`src/rtl/muldiv_unit.sv`:
```
// Multi-cycle multiply/divide unit that owns the HI/LO registers.
// Shift-add multiply, restoring divide, sign fix-up, then writeback.
module muldiv_unit #(
    parameter int WIDTH = 32,
    parameter int CNT_W = 6
) (
    input  logic             clk,
    input  logic             rst_n,
    input  logic             start,
    input  logic [3:0]       alu_control,
    input  logic [WIDTH-1:0] A,
    input  logic [WIDTH-1:0] B,
    input  logic             hi_we,
    input  logic             lo_we,
    input  logic [WIDTH-1:0] wdata,
    output logic             busy,
    output logic             done,
    output logic [WIDTH-1:0] hi,
    output logic [WIDTH-1:0] lo
);

    typedef enum logic [1:0] {
        S_IDLE,
        S_MUL,
        S_DIV,
        S_FIX
    } state_t;

    localparam logic [CNT_W-1:0] LAST = CNT_W'(WIDTH - 1);

    state_t               r_state;
    logic [CNT_W-1:0]     r_cnt;
    logic [WIDTH-1:0]     r_a;
    logic [WIDTH-1:0]     r_b;
    logic [2*WIDTH-1:0]   r_acc;
    logic                 r_neg_q;
    logic                 r_neg_r;
    logic                 r_is_div;
    logic                 r_dz;
    logic                 r_busy;
    logic                 r_done;
    logic [WIDTH-1:0]     r_hi;
    logic [WIDTH-1:0]     r_lo;

    logic                 w_legal;
    logic                 w_signed;
    logic                 w_div;
    logic                 w_bz;
    logic [WIDTH-1:0]     w_abs_a;
    logic [WIDTH-1:0]     w_abs_b;
    logic [WIDTH:0]       w_sum;
    logic [WIDTH:0]       w_rsh;
    logic [WIDTH:0]       w_diff;
    logic [WIDTH-1:0]     w_q;
    logic [WIDTH-1:0]     w_r;
    logic [WIDTH-1:0]     w_q_s;
    logic [WIDTH-1:0]     w_r_s;
    logic [2*WIDTH-1:0]   w_prod_s;
    logic [2*WIDTH-1:0]   w_fix;

    // Decode the request and form operand magnitudes.
    always_comb begin
        w_legal  = (alu_control[3:1] == 3'b101) ||
                   (alu_control[3:1] == 3'b110);
        w_signed = ~alu_control[0];
        w_div    = alu_control[2];
        w_bz     = (B == '0);
        w_abs_a  = (w_signed && A[WIDTH-1]) ? -A : A;
        w_abs_b  = (w_signed && B[WIDTH-1]) ? -B : B;
    end

    // One shift-add step and one restoring-divide step.
    always_comb begin
        w_sum  = {1'b0, r_acc[2*WIDTH-1:WIDTH]} + {1'b0, r_a};
        w_rsh  = r_acc[2*WIDTH-1:WIDTH-1];
        w_diff = w_rsh - {1'b0, r_b};
    end

    // Sign correction; divide-by-zero forces an all-ones quotient and
    // the dividend as remainder, which the remainder sign restores to A.
    always_comb begin
        w_q      = r_dz ? '1 : r_acc[WIDTH-1:0];
        w_r      = r_dz ? r_a : r_acc[2*WIDTH-1:WIDTH];
        w_q_s    = (r_neg_q && !r_dz) ? -w_q : w_q;
        w_r_s    = r_neg_r ? -w_r : w_r;
        w_prod_s = r_neg_q ? -r_acc : r_acc;
        w_fix    = r_is_div ? {w_r_s, w_q_s} : w_prod_s;
    end

    // Control FSM, datapath registers and HI/LO ownership.
    always_ff @(posedge clk or negedge rst_n) begin
        if (!rst_n) begin
            r_state  <= S_IDLE;
            r_cnt    <= '0;
            r_a      <= '0;
            r_b      <= '0;
            r_acc    <= '0;
            r_neg_q  <= 1'b0;
            r_neg_r  <= 1'b0;
            r_is_div <= 1'b0;
            r_dz     <= 1'b0;
            r_busy   <= 1'b0;
            r_done   <= 1'b0;
            r_hi     <= '0;
            r_lo     <= '0;
        end else begin
            r_done <= 1'b0;
            unique case (r_state)
                S_IDLE: begin
                    if (hi_we) r_hi <= wdata;
                    if (lo_we) r_lo <= wdata;
                    if (start && w_legal) begin
                        r_a      <= w_abs_a;
                        r_b      <= w_abs_b;
                        r_acc    <= {{WIDTH{1'b0}},
                                     w_div ? w_abs_a : w_abs_b};
                        r_neg_q  <= w_signed & (A[WIDTH-1] ^ B[WIDTH-1]);
                        r_neg_r  <= w_signed & w_div & A[WIDTH-1];
                        r_is_div <= w_div;
                        r_dz     <= w_div & w_bz;
                        r_cnt    <= '0;
                        r_busy   <= 1'b1;
                        if (!w_div)
                            r_state <= S_MUL;
                        else if (w_bz)
                            r_state <= S_FIX;
                        else
                            r_state <= S_DIV;
                    end
                end
                S_MUL: begin
                    if (r_acc[0])
                        r_acc <= {w_sum, r_acc[WIDTH-1:1]};
                    else
                        r_acc <= {1'b0, r_acc[2*WIDTH-1:1]};
                    if (r_cnt == LAST) begin
                        r_cnt   <= '0;
                        r_state <= S_FIX;
                    end else begin
                        r_cnt <= r_cnt + 1'b1;
                    end
                end
                S_DIV: begin
                    if (!w_diff[WIDTH])
                        r_acc <= {w_diff[WIDTH-1:0],
                                  r_acc[WIDTH-2:0], 1'b1};
                    else
                        r_acc <= {r_acc[2*WIDTH-2:0], 1'b0};
                    if (r_cnt == LAST) begin
                        r_cnt   <= '0;
                        r_state <= S_FIX;
                    end else begin
                        r_cnt <= r_cnt + 1'b1;
                    end
                end
                S_FIX: begin
                    // First cycle applies signs, second commits HI/LO.
                    if (r_cnt == '0) begin
                        r_acc <= w_fix;
                        r_cnt <= CNT_W'(1);
                    end else begin
                        r_hi    <= r_acc[2*WIDTH-1:WIDTH];
                        r_lo    <= r_acc[WIDTH-1:0];
                        r_cnt   <= '0;
                        r_busy  <= 1'b0;
                        r_done  <= 1'b1;
                        r_state <= S_IDLE;
                    end
                end
                default: r_state <= S_IDLE;
            endcase
        end
    end

    assign busy = r_busy;
    assign done = r_done;
    assign hi   = r_hi;
    assign lo   = r_lo;

endmodule

```
`config.mk`:
```
export PLATFORM = sky130hd
export DESIGN_NAME = muldiv_unit
export DESIGN_NICKNAME = d
export VERILOG_FILES = /design/src/rtl/muldiv_unit.sv
export SDC_FILE = /design/constraint.sdc
export NUM_CORES = 1
export LEC_CHECK = 0
export CAP_MARGIN = 0
export CORE_MARGIN = 4
export CORE_UTILIZATION = 30
export CTS_CLUSTER_DIAMETER = 60
export DETAILED_ROUTE_END_ITERATION = 6
export DONT_BUFFER_PORTS = 1
export PLACE_DENSITY = 0.52
export SYNTH_ARGS = -nofsm -noshare
export SYNTH_HDL_FRONTEND = slang
export SYNTH_SLANG_ARGS = --single-unit
```
`constraint.sdc`:
```
create_clock -name clk -period 4.8 [get_ports clk]
set_input_delay 0.48 -clock clk [delete_from_list [all_inputs] [get_ports clk]]
set_output_delay 0.48 -clock clk [all_outputs]
set_load 0.02 [all_outputs]
```
# == After elaboration in Yosys (flattened, before gate mapping) ==
# Index checks and enable logic that the tools add are counted.
# word_totals
mem_bits_rw,0
latchBits,0
rom_bits,0
out_inout_bits,66
reg_bits,206
n_memories,0
# classes
n_eq_ne,13
n_mul,0
bitwise,6
n_lt_le_gt_ge,0
addsub,8
shift,0
n_reduce_logical,17
mux,35
div,0
# ops
operator,count
$mux W64,6
$mux W32,11
$pmux W64 S4,1
$neg A32 Y32,4
$pmux W32 S2,2
$neg A64 Y64,1
$add A32 B32 Y33,1
$sub A33 B32 Y33,1
$logic_not A32 Y1,1
$pmux W6 S3,1
$reduce_and A3 Y1,5
$mux W6,2
$ne A2 B2 Y1 const B,5
$mux W2,4
$add A6 B1 Y6 const B,1
$eq A3 B3 Y1 const B,2
$eq A6 B5 Y1 const B,1
$logic_not A6 Y1,1
$mux W1,6
$pmux W2 S3,1
$and A1 B1 Y1,4
$eq A2 B2 Y1 const B,2
$logic_and A1 B1 Y1,4
$ne A3 B3 Y1 const B,1
other kinds (11),11

# == Longest topological paths before layout ==
# depth
depth_word,6
depth_mapped,15

# == Least setup slack after synthesis ==
# OpenSTA, ideal clock, no wires.
# synth_path
kind,reg-to-reg
startpoint,reg r_dz
endpoint,reg r_acc[62]
setup_slack_ps,895
period_less_slack_ps,3905
stages_incl_launch_ff,15
path_buffers,5
arrival_ps,3776
setup_ps,129
cell_sequence,dfrtp_1 -> clkbuf_1 -> buf_1 -> clkbuf_1 -> buf_2 -> mux2i_1 -> ha_1 -> o211ai_1 -> or4b_1 -> buf_2 -> o41ai_4 -> xnor2_1 -> o2111ai_2 -> a211oi_1 -> a211oi_1
# synth_between
elab_chain_len,6
# synth_rtl
item,line,source
from (decl),39,logic r_dz;
from (signal assigned),120,r_dz <= w_div & w_bz;
$mux W32 (*),83,w_r = r_dz ? r_a : r_acc[2*WIDTH-1:WIDTH];
$neg A32 Y32,85,w_r_s = r_neg_r ? -w_r : w_r;
$mux W32 (*),85,
$mux W64 (*),87,"w_fix = r_is_div ? {w_r_s, w_q_s} : w_prod_s;"
$mux W64 (*),158,if (r_cnt == '0) begin
$pmux W64 S4 (*),108,unique case (r_state)
to (signal assigned),115,"r_acc <= {{WIDTH{1'b0}},"
to (signal assigned),133,"r_acc <= {w_sum, r_acc[WIDTH-1:1]};"
to (signal assigned),159,r_acc <= w_fix;
to (decl),35,logic [2*WIDTH-1:0] r_acc;
# Mark *: on every way between the ends. The rest lies on a longest branch, timed or not. The select of a mux whose other input is x is not followed.
# A chain may end at the register's enable or synchronous reset.

# == Worst setup path in the final report ==
# layout_path
startpoint,reg r_acc[31]
endpoint,reg r_acc[40]
# layout_between
elab_chain_len,5
word_cells_on_any_way,7
# layout_rtl
item,line,source
from (signal assigned),115,
from (signal assigned),133,
from (signal assigned),135,"r_acc <= {1'b0, r_acc[2*WIDTH-1:1]};"
$neg A64 Y64,86,w_prod_s = r_neg_q ? -r_acc : r_acc;
$mux W64,86,
$mux W64,87,
$mux W64,158,
$pmux W64 S4 (*),108,
# Marked as above.

==> impl_metrics.yaml <==
run_status:
  outcome: "finished with violations"
  failed_checks: "negative hold slack"
routing:
  via_per_inst: 5.92
  drt_iter0_markers: 2094
  dr.max_layer_used: "met5"
  antenna_left: 0
  met3WireLength_mm: 7.13
  vias: 19052
  post_drt_wl_per_cell_um: 25.3
  m1WireLength_mm: 34.3
  wirelength_mm: 81.3
  route.met2.wl_mm: 36.3
  dr.pass1.iters: 6
  post-route-drc-count: 0
power_and_ir_drop:
  internal_power_w: 0.00730
  clockPowerShare_pct: 14.5
  powerDensity_nw_per_um2: 765
  combPwrFrac_pct: 59.8
  switching_power_w: 0.00843
  leakagePower_nw: 8.10
  seqPwrFrac_pct: 25.7
  p_sw_share_pct: 53.6
  irDropWorstVdd_mv: 0.278
  power.total_w: 0.0157
clocking:
  cts_setup_buffers: 0
  cts_tree: "built"
  ctsRootBufferMaster: "clkbuf_16"
  clock_path_buffers: 3
  cts_made_buffers: 30
  clk_latency_ns: 0.59
  ctsHoldBuffers: 1
  htree_num_levels: 1
  cts_sinks: 206
  cts_resized: 0
  cts.reportedPaths.clkPinSlew_ns: 0.06
synth:
  synth_nets: 2632
  yosys_warnings: 0
  synth.yosys.seq_area_share_pct: 27.6
  synthDistinctLibCells: 84
  synth.avg_cell_area_um2: 7.61
  netlist_instances: 2450
  ys_seq_elements: 206
  yosys_most_used_dff: "dfrtp_1"
  postSynth.asyncResetShare_pct: 100
  synth_edf_count: 0
  synth_area_um2: 18700
timing:
  worst_pin_slew_ns: 1.14
  final.setup.tns_ns: 0
  max_slew_margin_pct: 23.4
  hold_viol: 206
  max_clock_freq_mhz: 241
  setup_viol: 0
  rsz0062_at_grt: "false"
  timing.final.max_slew_violations: 0
  skew_ns: 0.0184
  period_needed_ns: 4.14
  min_period_over_period_pct: 86.3
  hold_ws_ns: -0.402
run:
  maxCapViolations: 0
global_routing:
  grt_max_degree: 207
  grt_usage_pct: 23.4
  grt_pass1_wl_mm: 120
  antenna_found_initial: 5
  grt_overflow: 0
  grt_pass1_vias: 18093
layout:
  syn_to_final_growth_pct: 10.2
  fill_cells: 6608
  drive_gt1_share_pct: 7.91
  final_cell_area_um2: 20600
  post-route-util_pct: 33.4
  nets: 2534
setup_path:
  max_stage_delay_ns: 0.61
  slowest_stage: "xnor2_2"
  crit_arrival_ns: 4.62
  worst_setup_path_start_kind: "flip-flop"
  worstPathRequired_ns: 5.27
  critPathKind: "flip-flop to flip-flop"
  r2r_cells: 14
  path_cells: "inv_1 > ha_1 > fa_1 > nand2b_1 > a21o_1 > a21o_1 > a211oi_1 > a2111oi_0 > buf_4 > xnor2_2 > buf_4 > mux2_1 > a21oi_1 > nor2_1"
  crit_path_max_fanout: 14
  critPathCaptureType: "flip-flop"
die:
  die-area_um2: 66200
  die_h_um: 257
  row_count: 91
  die_x_um: 257
  start_util_pct: 30.3
  core_um2: 61600
  top_level_ports: 171
placed_design:
  gp_congestion: 1.02
  io_buffers: 0
  post-dp-hpwl_mm: 61.7
  place_area_um2: 19500
worst_hold_path:
  holdCritPathClass: "primary input to asynchronous set/reset pin"
## worst max-delay path: cells and delay by family, from the launching register on
family	cells	cell delay [ns]
xor+xnor	1	0.61
mux	1	0.34
flops	1	0.53
compound gates	5	1.03
simple gates	2	0.26
fa+ha+maj	2	0.63
buf+inv	3	0.64
## layout make-up
class	count	area, um^2	area share [%]
well taps	837	1050	5.09
flip-flops and latches	206	5160	25.1
clock inverters	18	188	0.913
clock buffers	38	831	4.04
diodes	5	12.5	0.0608
repair buffers	71	548	2.66
inverters	70	263	1.28
multi-input cells	1973	12500	60.9
## power groups by stage
stage	logic [W]	registers, W	clock network [W]
after global placement	0.00917	0.00402	0
after global routing	0.0102	0.00412	0.00238
final	0.00940	0.00405	0.00229
after detailed placement	0.00918	0.00405	0
after floorplan	0.00691	0.00332	0
after CTS	0.00923	0.00402	0.00231
## cell families (layout without fill, tap and decap cells)
group	count (synthesis)	after routing	synth area share [%]
other cells	0	5	0
compound gates	819	819	27.3
simple gates	810	810	20.9
fa+ha+maj	77	77	5.24
mux	85	85	4.70
buf+inv	271	197	5.61
flops	206	206	27.6
xor+xnor	182	182	8.54
## Yosys cell counts (15+ instances only)
cell	count	share of area, %
mux2i_1	64	3.4
o31ai_1	37	1.5
xor2_1	75	3.5
o21ai_0	184	4.9
a21oi_1	309	8.3
a31oi_1	31	1.0
inv_1	68	1.4
o22ai_1	16	0.54
ha_1	75	5.0
nor3_1	84	2.3
dfrtp_1	206	28
o211ai_1	26	1.0
nand2b_1	28	0.94
a221oi_1	29	1.4
xnor2_1	107	5.0
o221ai_1	19	0.89
nor2b_1	48	1.6
a21o_1	28	1.1
a211oi_1	17	0.68
and3_1	15	0.50
nand4_1	26	0.87
mux2_2	20	1.2
clkbuf_1	174	3.5
nand3_1	41	1.1
nor4_1	25	0.84
nor2_1	211	4.2
nand2_1	249	5.0
## flip-flops by register name, indices dropped and copies added, names as in the netlist, 2 cells and up
register  flops
r_state       2
r_a          32
r_b          32
lo           32
r_acc        64
hi           32
r_cnt         6
## metal layers
layer	GRT usage [%]	up-vias
met4	8.85	4
met1	31.8	9220
met3	4.56	167
met5	0.950	-
met2	36.8	923
li1	-	8738
## cell usage in the layout (no fill, tap or decap), types with 69 or more instances in the layout
cell / count
dfrtp_1: 205
ha_1: 72
nor2_1: 210
o21ai_0: 184
xor2_1: 75
xnor2_1: 106
a21oi_1: 306
buf_4: 69
nand2_1: 248
nor3_1: 84
## metrics by stage
| step | std cells | setup WS (ns) |
|---|---|---|
| 6_report | 3218 | 0.657 |
| 5_1_grt | 3216 | 0.526 |
| 4_1_cts | 3213 | 0.702 |
| 3_5_place_dp | 3156 | 0.737 |
| 3_3_place_gp | 3156 | 0.746 |
| 2_1_floorplan | 2450 | 0.895 |
## worst paths after layout
kind | startpoint | endpoint | slack, ns
worst min-delay path | rst_n | hi[24] | -0.40
worst min register to register | r_b[9] | r_b[9] | 0.48
min in group clk | B[31] | r_neg_q | 0.10
worst max register to register | r_acc[31] | r_acc[40] | 0.66
max in group asynchronous | rst_n | r_acc[62] | 4.64
worst max-delay path | r_acc[31] | r_acc[40] | 0.66
(Power assumes the default switching activity.)
